File: src/rtl/sm_reg_dump_if.sv
// Register-dump output stream: {addr, data, last} words on a valid/ready handshake.
interface sm_reg_dump_if;
  logic        out_valid;
  logic        out_ready;
  logic [4:0]  out_addr;
  logic [31:0] out_data;
  logic        out_last;

  // Producer side (the dump sequencer)
  modport master (
    output out_valid,
    output out_addr,
    output out_data,
    output out_last,
    input  out_ready
  );

  // Consumer side (UART bridge, trace FIFO, testbench)
  modport slave (
    input  out_valid,
    input  out_addr,
    input  out_data,
    input  out_last,
    output out_ready
  );
endinterface

File: src/rtl/sm_reg_dump.sv
// Register-file dump sequencer for the schoolMIPS debug register port.
// Walks regAddr over 0..REG_COUNT-1 on request or on an idle timer and
// streams each captured {address, data} pair; passes dbgAddr through when idle.
module sm_reg_dump #(
  parameter int unsigned REG_COUNT = 32,
  parameter int unsigned PERIOD    = 0
) (
  input  logic         clk,
  input  logic         rst_n,
  input  logic         start,
  input  logic [4:0]   dbgAddr,
  output logic [4:0]   regAddr,
  input  logic [31:0]  regData,
  sm_reg_dump_if.master stream,
  output logic         busy,
  output logic         done,
  output logic [15:0]  dump_count
);

  localparam int unsigned AW = 5;
  localparam int unsigned DW = 32;
  localparam int unsigned CW = 16;
  localparam int unsigned TW = 32;

  localparam logic [AW-1:0] LAST_IDX  = AW'(REG_COUNT - 1);
  localparam bit            TMR_EN    = (PERIOD != 0);
  localparam logic [TW-1:0] TMR_LAST  = TW'(PERIOD - 1);

  typedef enum logic [1:0] {
    S_IDLE  = 2'd0,
    S_SETUP = 2'd1,
    S_SEND  = 2'd2,
    S_DONE  = 2'd3
  } state_e;

  state_e          state_q,      state_d;
  logic [AW-1:0]   idx_q,        idx_d;
  logic [TW-1:0]   tmr_q,        tmr_d;
  logic            out_valid_q,  out_valid_d;
  logic [AW-1:0]   out_addr_q,   out_addr_d;
  logic [DW-1:0]   out_data_q,   out_data_d;
  logic            out_last_q,   out_last_d;
  logic            busy_q,       busy_d;
  logic            done_q,       done_d;
  logic [CW-1:0]   dump_count_q, dump_count_d;

  logic            trigger_c;
  logic            handshake_c;

  // Dump request: explicit start or idle timer expiry; both together still start one dump
  assign trigger_c   = start || (TMR_EN && (tmr_q == TMR_LAST));
  assign handshake_c = out_valid_q && stream.out_ready;

  // Next-state and registered-output computation
  always_comb begin
    state_d      = state_q;
    idx_d        = idx_q;
    tmr_d        = tmr_q;
    out_valid_d  = out_valid_q;
    out_addr_d   = out_addr_q;
    out_data_d   = out_data_q;
    out_last_d   = out_last_q;
    dump_count_d = dump_count_q;

    case (state_q)
      S_IDLE: begin
        if (trigger_c) begin
          idx_d   = '0;
          tmr_d   = '0;
          state_d = S_SETUP;
        end else if (TMR_EN) begin
          tmr_d = tmr_q + TW'(1);
        end
      end

      S_SETUP: begin
        // regData is a combinational read of idx, so capture it this cycle
        out_data_d  = regData;
        out_addr_d  = idx_q;
        out_last_d  = (idx_q == LAST_IDX);
        out_valid_d = 1'b1;
        state_d     = S_SEND;
      end

      S_SEND: begin
        if (handshake_c) begin
          out_valid_d = 1'b0;
          if (out_last_q) begin
            state_d = S_DONE;
          end else begin
            idx_d   = idx_q + AW'(1);
            state_d = S_SETUP;
          end
        end
      end

      S_DONE: begin
        dump_count_d = dump_count_q + CW'(1);
        tmr_d        = '0;
        state_d      = S_IDLE;
      end

      default: begin
        state_d = S_IDLE;
      end
    endcase

    busy_d = (state_d != S_IDLE);
    done_d = (state_d == S_DONE);
  end

  // State and output registers with synchronous active-low reset
  always_ff @(posedge clk) begin
    if (!rst_n) begin
      state_q      <= S_IDLE;
      idx_q        <= '0;
      tmr_q        <= '0;
      out_valid_q  <= 1'b0;
      out_addr_q   <= '0;
      out_data_q   <= '0;
      out_last_q   <= 1'b0;
      busy_q       <= 1'b0;
      done_q       <= 1'b0;
      dump_count_q <= '0;
    end else begin
      state_q      <= state_d;
      idx_q        <= idx_d;
      tmr_q        <= tmr_d;
      out_valid_q  <= out_valid_d;
      out_addr_q   <= out_addr_d;
      out_data_q   <= out_data_d;
      out_last_q   <= out_last_d;
      busy_q       <= busy_d;
      done_q       <= done_d;
      dump_count_q <= dump_count_d;
    end
  end

  // Register port mux: scan index while walking, debug address otherwise
  always_comb begin
    regAddr = dbgAddr;
    if ((state_q == S_SETUP) || (state_q == S_SEND)) begin
      regAddr = idx_q;
    end
  end

  assign stream.out_valid = out_valid_q;
  assign stream.out_addr  = out_addr_q;
  assign stream.out_data  = out_data_q;
  assign stream.out_last  = out_last_q;
  assign busy             = busy_q;
  assign done             = done_q;
  assign dump_count       = dump_count_q;

endmodule

File: src/flat_wrapper.sv
// flat-port wrapper written by rule: the top's interface ports become plain ports
module sm_reg_dump_flat 
#(
  parameter int unsigned REG_COUNT = 32,
  parameter int unsigned PERIOD    = 0
)
  (clk, rst_n, start, dbgAddr, regAddr, regData, busy, done, dump_count, stream_out_valid, stream_out_addr, stream_out_data, stream_out_last, stream_out_ready);
  sm_reg_dump_if stream_i ();
  input  logic clk;
  input  logic rst_n;
  input  logic start;
  input  logic [4:0] dbgAddr;
  output logic [4:0] regAddr;
  input  logic [31:0] regData;
  output logic busy;
  output logic done;
  output logic [15:0] dump_count;
  output wire logic [$bits(stream_i.out_valid)-1:0] stream_out_valid;
  output wire logic [$bits(stream_i.out_addr)-1:0] stream_out_addr;
  output wire logic [$bits(stream_i.out_data)-1:0] stream_out_data;
  output wire logic [$bits(stream_i.out_last)-1:0] stream_out_last;
  input wire logic [$bits(stream_i.out_ready)-1:0] stream_out_ready;
  assign stream_out_valid = stream_i.out_valid;
  assign stream_out_addr = stream_i.out_addr;
  assign stream_out_data = stream_i.out_data;
  assign stream_out_last = stream_i.out_last;
  assign stream_i.out_ready = stream_out_ready;
  sm_reg_dump #(.REG_COUNT(REG_COUNT), .PERIOD(PERIOD)) u_core (.clk(clk), .rst_n(rst_n), .start(start), .dbgAddr(dbgAddr), .regAddr(regAddr), .regData(regData), .stream(stream_i), .busy(busy), .done(done), .dump_count(dump_count));
endmodule
File: config.mk
export PLATFORM = sky130hd
export DESIGN_NAME = sm_reg_dump_flat
export DESIGN_NICKNAME = d
export VERILOG_FILES = /design/src/rtl/sm_reg_dump_if.sv /design/src/rtl/sm_reg_dump.sv /design/src/flat_wrapper.sv
export SDC_FILE = /design/constraint.sdc
export NUM_CORES = 1
export LEC_CHECK = 0
export CORE_UTILIZATION = 48
export DETAILED_ROUTE_END_ITERATION = 12
export HOLD_SLACK_MARGIN = 0.02
export PLACE_DENSITY = 0.86
export SETUP_SLACK_MARGIN = 0.3
export SLEW_MARGIN = 20
export SYNTH_ARGS = -nofsm -noshare
export SYNTH_HDL_FRONTEND = slang
export SYNTH_SLANG_ARGS = --single-unit
File: constraint.sdc
create_clock -name clk -period 4.8 [get_ports clk]
set_input_delay 0.96 -clock clk [delete_from_list [all_inputs] [get_ports clk]]
set_output_delay 0.96 -clock clk [all_outputs]
set_load 0.05 [all_outputs]
==> results of run 1 <==
[sequential cells by signal (all words and copies together), names as in the netlist]
name                     flops
u_core.stream.out_data      32
u_core.dump_count           16
u_core.idx_q                 5
u_core.stream.out_addr       5
u_core.state_q               2
u_core.busy                  1
u_core.done                  1
u_core.stream.out_last       1
u_core.stream.out_valid      1
[per-stage QoR]
stage	power, mW	worst slack (ns)	util, %	std cells	hold WS [ns]
final	2.01	1.45	72.3	444	0.488
after global placement	1.55	1.47	68.8	428	0.460
after floorplan	1.30	2.44	-	270	0.463
after detailed placement	1.56	1.48	68.8	428	0.476
after global routing	2.10	1.37	72.3	444	0.512
after CTS	2.03	1.44	72.3	444	0.493
[metal layers]
layer	global-route usage (%)	routed length [um]
met5	0	0
met4	9.44	87
met3	6.05	388
met2	34.2	2850
met1	22.1	2590
[power by group through the flow]
stage / registers, mW / logic (mW) / clock network [mW]
final: 0.656 / 0.889 / 0.464
after global routing: 0.666 / 0.940 / 0.498
after CTS: 0.657 / 0.897 / 0.472
after detailed placement: 0.667 / 0.894 / 0
after global placement: 0.663 / 0.884 / 0
after floorplan: 0.912 / 0.393 / 0
[placed cells by master, fill, tap and decap left out, drive strengths merged]
cell type	netlist	final
a21bo	1	1
a21oi	5	5
mux2i	42	42
o21ai	6	6
mux2	5	5
clkinv	0	2
o221ai	1	1
clkdlybuf4s50	0	101
ha	7	7
nand4b	1	1
clkbuf	9	14
and3	1	1
nand4	6	6
nor2b	41	41
xnor2	5	5
or3	2	2
nand3	7	7
nand2	11	11
dfxtp	64	64
a21boi	2	2
nor3	4	4
a21o	1	1
inv	6	6
o221a	1	1
buf	8	1
nand3b	2	2
nor2	3	3
bufinv	0	1
nor4	4	4
nand2b	2	2
and2	14	14
xor2	8	8
a211oi	1	1
[worst min path at each step]
| stage | end | slack, ns | cells past startpoint |
|---|---|---|---|
| 6_report | u_core.dump_count[15]$_SDFFE_PN0N_ | 0.49 | 2 |
| 5_1_grt | u_core.dump_count[15]$_SDFFE_PN0N_ | 0.51 | 2 |
| 4_1_cts | u_core.dump_count[15]$_SDFFE_PN0N_ | 0.49 | 2 |
| 3_5_place_dp | u_core.dump_count[15]$_SDFFE_PN0N_ | 0.48 | 2 |
| 3_3_place_gp | u_core.dump_count[15]$_SDFFE_PN0N_ | 0.46 | 2 |
| 2_1_floorplan | u_core.idx_q[4]$_SDFFE_PN0P_ | 0.46 | 2 |
[area by class of cell]
class | instances | share of cell area, %
clock buffer | 13 | 3.94
clock inverter | 3 | 0.993
inverter | 6 | 0.558
multi-input combinational | 183 | 35.1
sequential | 64 | 31.8
tap | 72 | 2.23
timing repair buffer | 103 | 25.4
[logic make-up after synthesis]
family	Yosys count	share of synthesized area, %
xor+xnor	13	4.07
flops	64	45.8
buf+inv	23	3.75
mux	47	17.0
fa+ha+maj	7	3.13
simple gates	98	22.0
compound gates	18	4.25
[worst register-to-register path, delay by kind of cell, from the launching register on]
| family | cells | cell delay (ns) |
|---|---|---|
| flops | 1 | 0.35 |
| mux | 1 | 0.31 |
| fa+ha+maj | 1 | 0.35 |
| buf+inv | 2 | 0.60 |
| simple gates | 1 | 0.06 |
==> results.cfg, run 1 <==
[synthesis]
ys_ff_latch = 64
syn_inst = 270
synth-seq-area-share_pct = 45.8
synth_edf_count = 0
ys.flop_type = dfxtp_1
syn_area_um2 = 2800
synthDistinctLibCells = 35
synth_most_common_cell = dfxtp_1
synth_top_cells_by_count = 64 x dfxtp_1, 42 x mux2i_1, 41 x nor2b_1
synth_top_area_share_pct = 45.8
syn-num-nets = 318
synth.avg_cell_area_um2 = 10.4
yosys_warnings = 0
synth_area_leaders = dfxtp_1 46%, mux2i_1 15%, nor2b_1 9.2%
synth.largest_area_cell = dfxtp_1
async_reset_ff_share_pct = 0

[placement]
placed_area_um2 = 3830
io_buffer_count = 102
gp_congestion = 0.706
dpl.hpwl_um = 4090

[power]
p_per_area_nw_per_um2 = 498
p_leak_nw = 1.52
p_comb_share_pct = 44.2
switchingPower_mw = 0.782
clkPwrFrac_pct = 23.1
switching_share_pct = 38.9
vdd_drop_max_mv = 0.302
p_int_mw = 1.23
seq_power_share_pct = 32.7

[route]
first_pass_iters = 4
wl_per_cell_um = 13.3
vias_per_cell = 4.93
antenna_left = 0
wirelength_um = 5910
drc = 0
dr.first_iter.drc_count = 60
vias = 2188

[finish]
fin_nets = 415
nFillCells = 446
area_growth_syn_to_layout_pct = 44.0
seqCellArea_um2 = 1280
fin_area_um2 = 4030
multi_input_area_um2 = 1420
antenna_cells = 0
layout-drive-gt1-share_pct = 8.87

[setup_path]
reg2reg_depth = 5
crit_path_top_delay_cell = clkdlybuf4s50_1
cp.depth = 4
startpoint = u_core.state_q[0]$_SDFF_PN0_
crit_arrival_ns = 2.39
worstSetupPathType = reg2out
path_max_fanout = 7
crit_chain = inv_1 > ha_1 > mux2_2 > clkdlybuf4s50_1
cp.required_ns = 3.84
regToRegSetupSlack_ns = 3.03
r2r_start = u_core.state_q[1]$_SDFF_PN0_
worstSetupStartpointType = register
setup.worst_path.end_class = output pin
crit_buf_inv = 2
max_stage_delay_ns = 0.71
critPathTopFamily = buffers and inverters
r2r_end = u_core.stream.out_data[24]$_SDFFE_PN0P_
critPathCapture = regAddr[1]

[floorplan]
die_h_um = 78.4
die_w_um = 78.4
core_region_area_um2 = 5570
io_pins = 103
start_util_pct = 50.2
die_area_um2 = 6140
std_cell_rows = 27

[clock_tree]
clock_path_buffers = 2
cts-root-buf = clkbuf_8
cts.hold.buffers_added = 0
path_clk_slew_ns = 0.07
cts_tree = done
cts-resized-gates = 0
cts_sinks = 64
numCtsBuffers = 9
clkLatencyLatePin_ns = 0.34
postCtsSetupBuffers = 0
ctsHtreeMaxLevel = 3

[sta]
slew_headroom_pct = 30.4
period_minus_slack_ns = 3.35
tightest_slew_ns = 1.04
rsz0062_at_grt = false
skew_ns = 0.00658
drv_slew = 0
fmax_ghz = 0.298
finalCritPeriodShare_pct = 69.8
tns_ns = 0
setup_violations = 0
hold_violations = 0

[outcome]
outcome = complete, no violations

[grt]
grt_pass1_wl_um = 9400
grt_pass1_vias = 2068
antenna_found_initial = 0
grtUsageTotal_pct = 19.8
overflow = 0
grt_max_degree = 67

[run]
max_cap_violations = 0

[hold_path]
min-delay-start = u_core.dump_count[15]$_SDFFE_PN0N_
min_path_type = reg2reg
(Power assumes the default switching activity.)
==> inputs of run 2 (changes only) <==
- CORE_UTILIZATION: 48 -> 44
- PLACE_DENSITY: 0.86 -> 0.79
- clock period: 4.8 -> 3.2 ns (I/O delays scaled with it)
==> run 2 against run 1 <==
Design area decreased by 0.19%. Die area increased by 8.9%. Largest cell class unchanged. Register-to-register slack got worse by 1.6 ns. Critical path depth unchanged. Setup slack got worse by 0.97 ns. Total power increased by 47%. Clock skew increased by 0.0024 ns. Via count decreased by 0.55%. Clock power increased by 44%. Wire length decreased by 1.0%. Sequential share of layout area increased by 0.059 points. Non-clock buffer count increased by 1.
==> results.cfg, run 2 (same netlist as run 1, synthesis figures left out) <==
[setup_path]
max_stage_delay_ns = 0.45
critPathTopFamily = buffers and inverters
crit_path_top_delay_cell = ha_1
crit_buf_inv = 2
setup.worst_path.end_class = output pin
crit_arrival_ns = 2.08
cp.required_ns = 2.56
worstSetupPathType = reg2out
worstSetupStartpointType = register
crit_chain = inv_1 > ha_1 > mux2_2 > dlygate4sd2_1
path_max_fanout = 7

[sta]
setup_violations = 0
finalCritPeriodShare_pct = 85.0
drv_slew = 0
whs_ns = 0.504
skew_ns = 0.00902
period_minus_slack_ns = 2.72
slew_headroom_pct = 60.3
tns_ns = 0
hold_violations = 0
tightest_slew_ns = 0.596
fmax_ghz = 0.368
rsz0062_at_grt = false

[finish]
area_growth_syn_to_layout_pct = 43.7
final_common_cell = clkdlybuf4s50_1
stdcell_count = 447
fin_nets = 416
layout-drive-gt1-share_pct = 9.14
largest_register_ff_count = 32
final_cell_mix = 96 x clkdlybuf4s50_1, 64 x dfxtp_1, 42 x mux2i_1
nFillCells = 491
antenna_cells = 0

[route]
dr.first_iter.drc_count = 37
wirelength_um = 5850
antenna_left = 0
drc = 0
wl_per_cell_um = 13.1
vias_per_cell = 4.87
first_pass_iters = 4
vias = 2176

[grt]
grt_max_degree = 42
grtUsageTotal_pct = 18.8
grt_pass1_vias = 2085
grt_pass1_wl_um = 9360
antenna_found_initial = 0
overflow = 0

[floorplan]
std_cell_rows = 28
core_region_area_um2 = 6030
die_h_um = 81.8
start_util_pct = 46.5
die_area_um2 = 6690
io_pins = 103
die_w_um = 81.8

[clock_tree]
path_clk_slew_ns = 0.07
clock_path_buffers = 2
cts_tree = done
postCtsSetupBuffers = 0
ctsHtreeMaxLevel = 3
clkLatencyLatePin_ns = 0.34
cts-root-buf = clkbuf_8
cts_sinks = 64
numCtsBuffers = 9

[placement]
io_buffer_count = 102
dpl.cell_count = 432
gp_congestion = 0.715
dpl.hpwl_um = 4170

[run]
max_cap_violations = 0

[power]
p_leak_nw = 1.53
vdd_drop_max_mv = 0.477
p_per_area_nw_per_um2 = 736

[outcome]
outcome = complete, no violations

[hold_path]
min_path_type = reg2reg
[run 2: through the flow]
stage | util [%] | cell area [um^2] | power, mW | worst slack, ns
after global placement | 63.8 | 3840 | 2.32 | 0.547
after detailed placement | 63.8 | 3840 | 2.34 | 0.527
after CTS | 66.8 | 4030 | 3.01 | 0.445
after floorplan | - | 2800 | 1.96 | 1.16
after global routing | 66.8 | 4030 | 3.11 | 0.363
final | 66.8 | 4030 | 2.96 | 0.479
[run 2: timing repair]
item                       4_1_cts  5_1_grt
hold buffers                     0        0
hold endpoints to repair         0        0
gates resized for setup          5        0
setup endpoints to repair        5        0
[run 2: layer usage]
layer,GRT usage [%],part of all wire [%]
met3,8.67,7.6
met1,20.6,43
met4,6.84,0.51
met2,31.7,49
met5,0,0
[run 2: path summary, 6_finish.rpt]
check             cells after the start                               start                                     end  slack (ns)
hold reg to reg                       2  u_core.dump_count[15]$_SDFFE_PN0N_      u_core.dump_count[15]$_SDFFE_PN0N_        0.50
hold / removal                        2  u_core.dump_count[15]$_SDFFE_PN0N_      u_core.dump_count[15]$_SDFFE_PN0N_        0.50
setup / recovery                      4        u_core.state_q[1]$_SDFF_PN0_                              regAddr[1]        0.48
setup reg to reg                      5        u_core.state_q[1]$_SDFF_PN0_  u_core.stream.out_data[9]$_SDFFE_PN0P_        1.40
[run 2: worst register-to-register path: stages, from the launching register on]
cell and delay, ns:
dfxtp_1 0.36, inv_1 0.10, ha_2 0.42, buf_4 0.49, mux2i_1 0.27, nor2b_1 0.06
[run 2: power breakdown]
group	leakage (nW)	internal (mW)	switching, mW
Clock	0.0989	0.373	0.293
Sequential	0.520	0.916	0.0701
Combinational	0.912	0.509	0.803
[run 2: area by class of cell]
type	instances	area, um^2	share of cell area (%)
inverters	6	22.5	0.560
clock inverters	4	45.0	1.12
clock buffers	11	141	3.51
multi-input cells	183	1420	35.2
repair buffers	104	1020	25.5
well taps	75	93.8	2.33
flip-flops and latches	64	1280	31.8
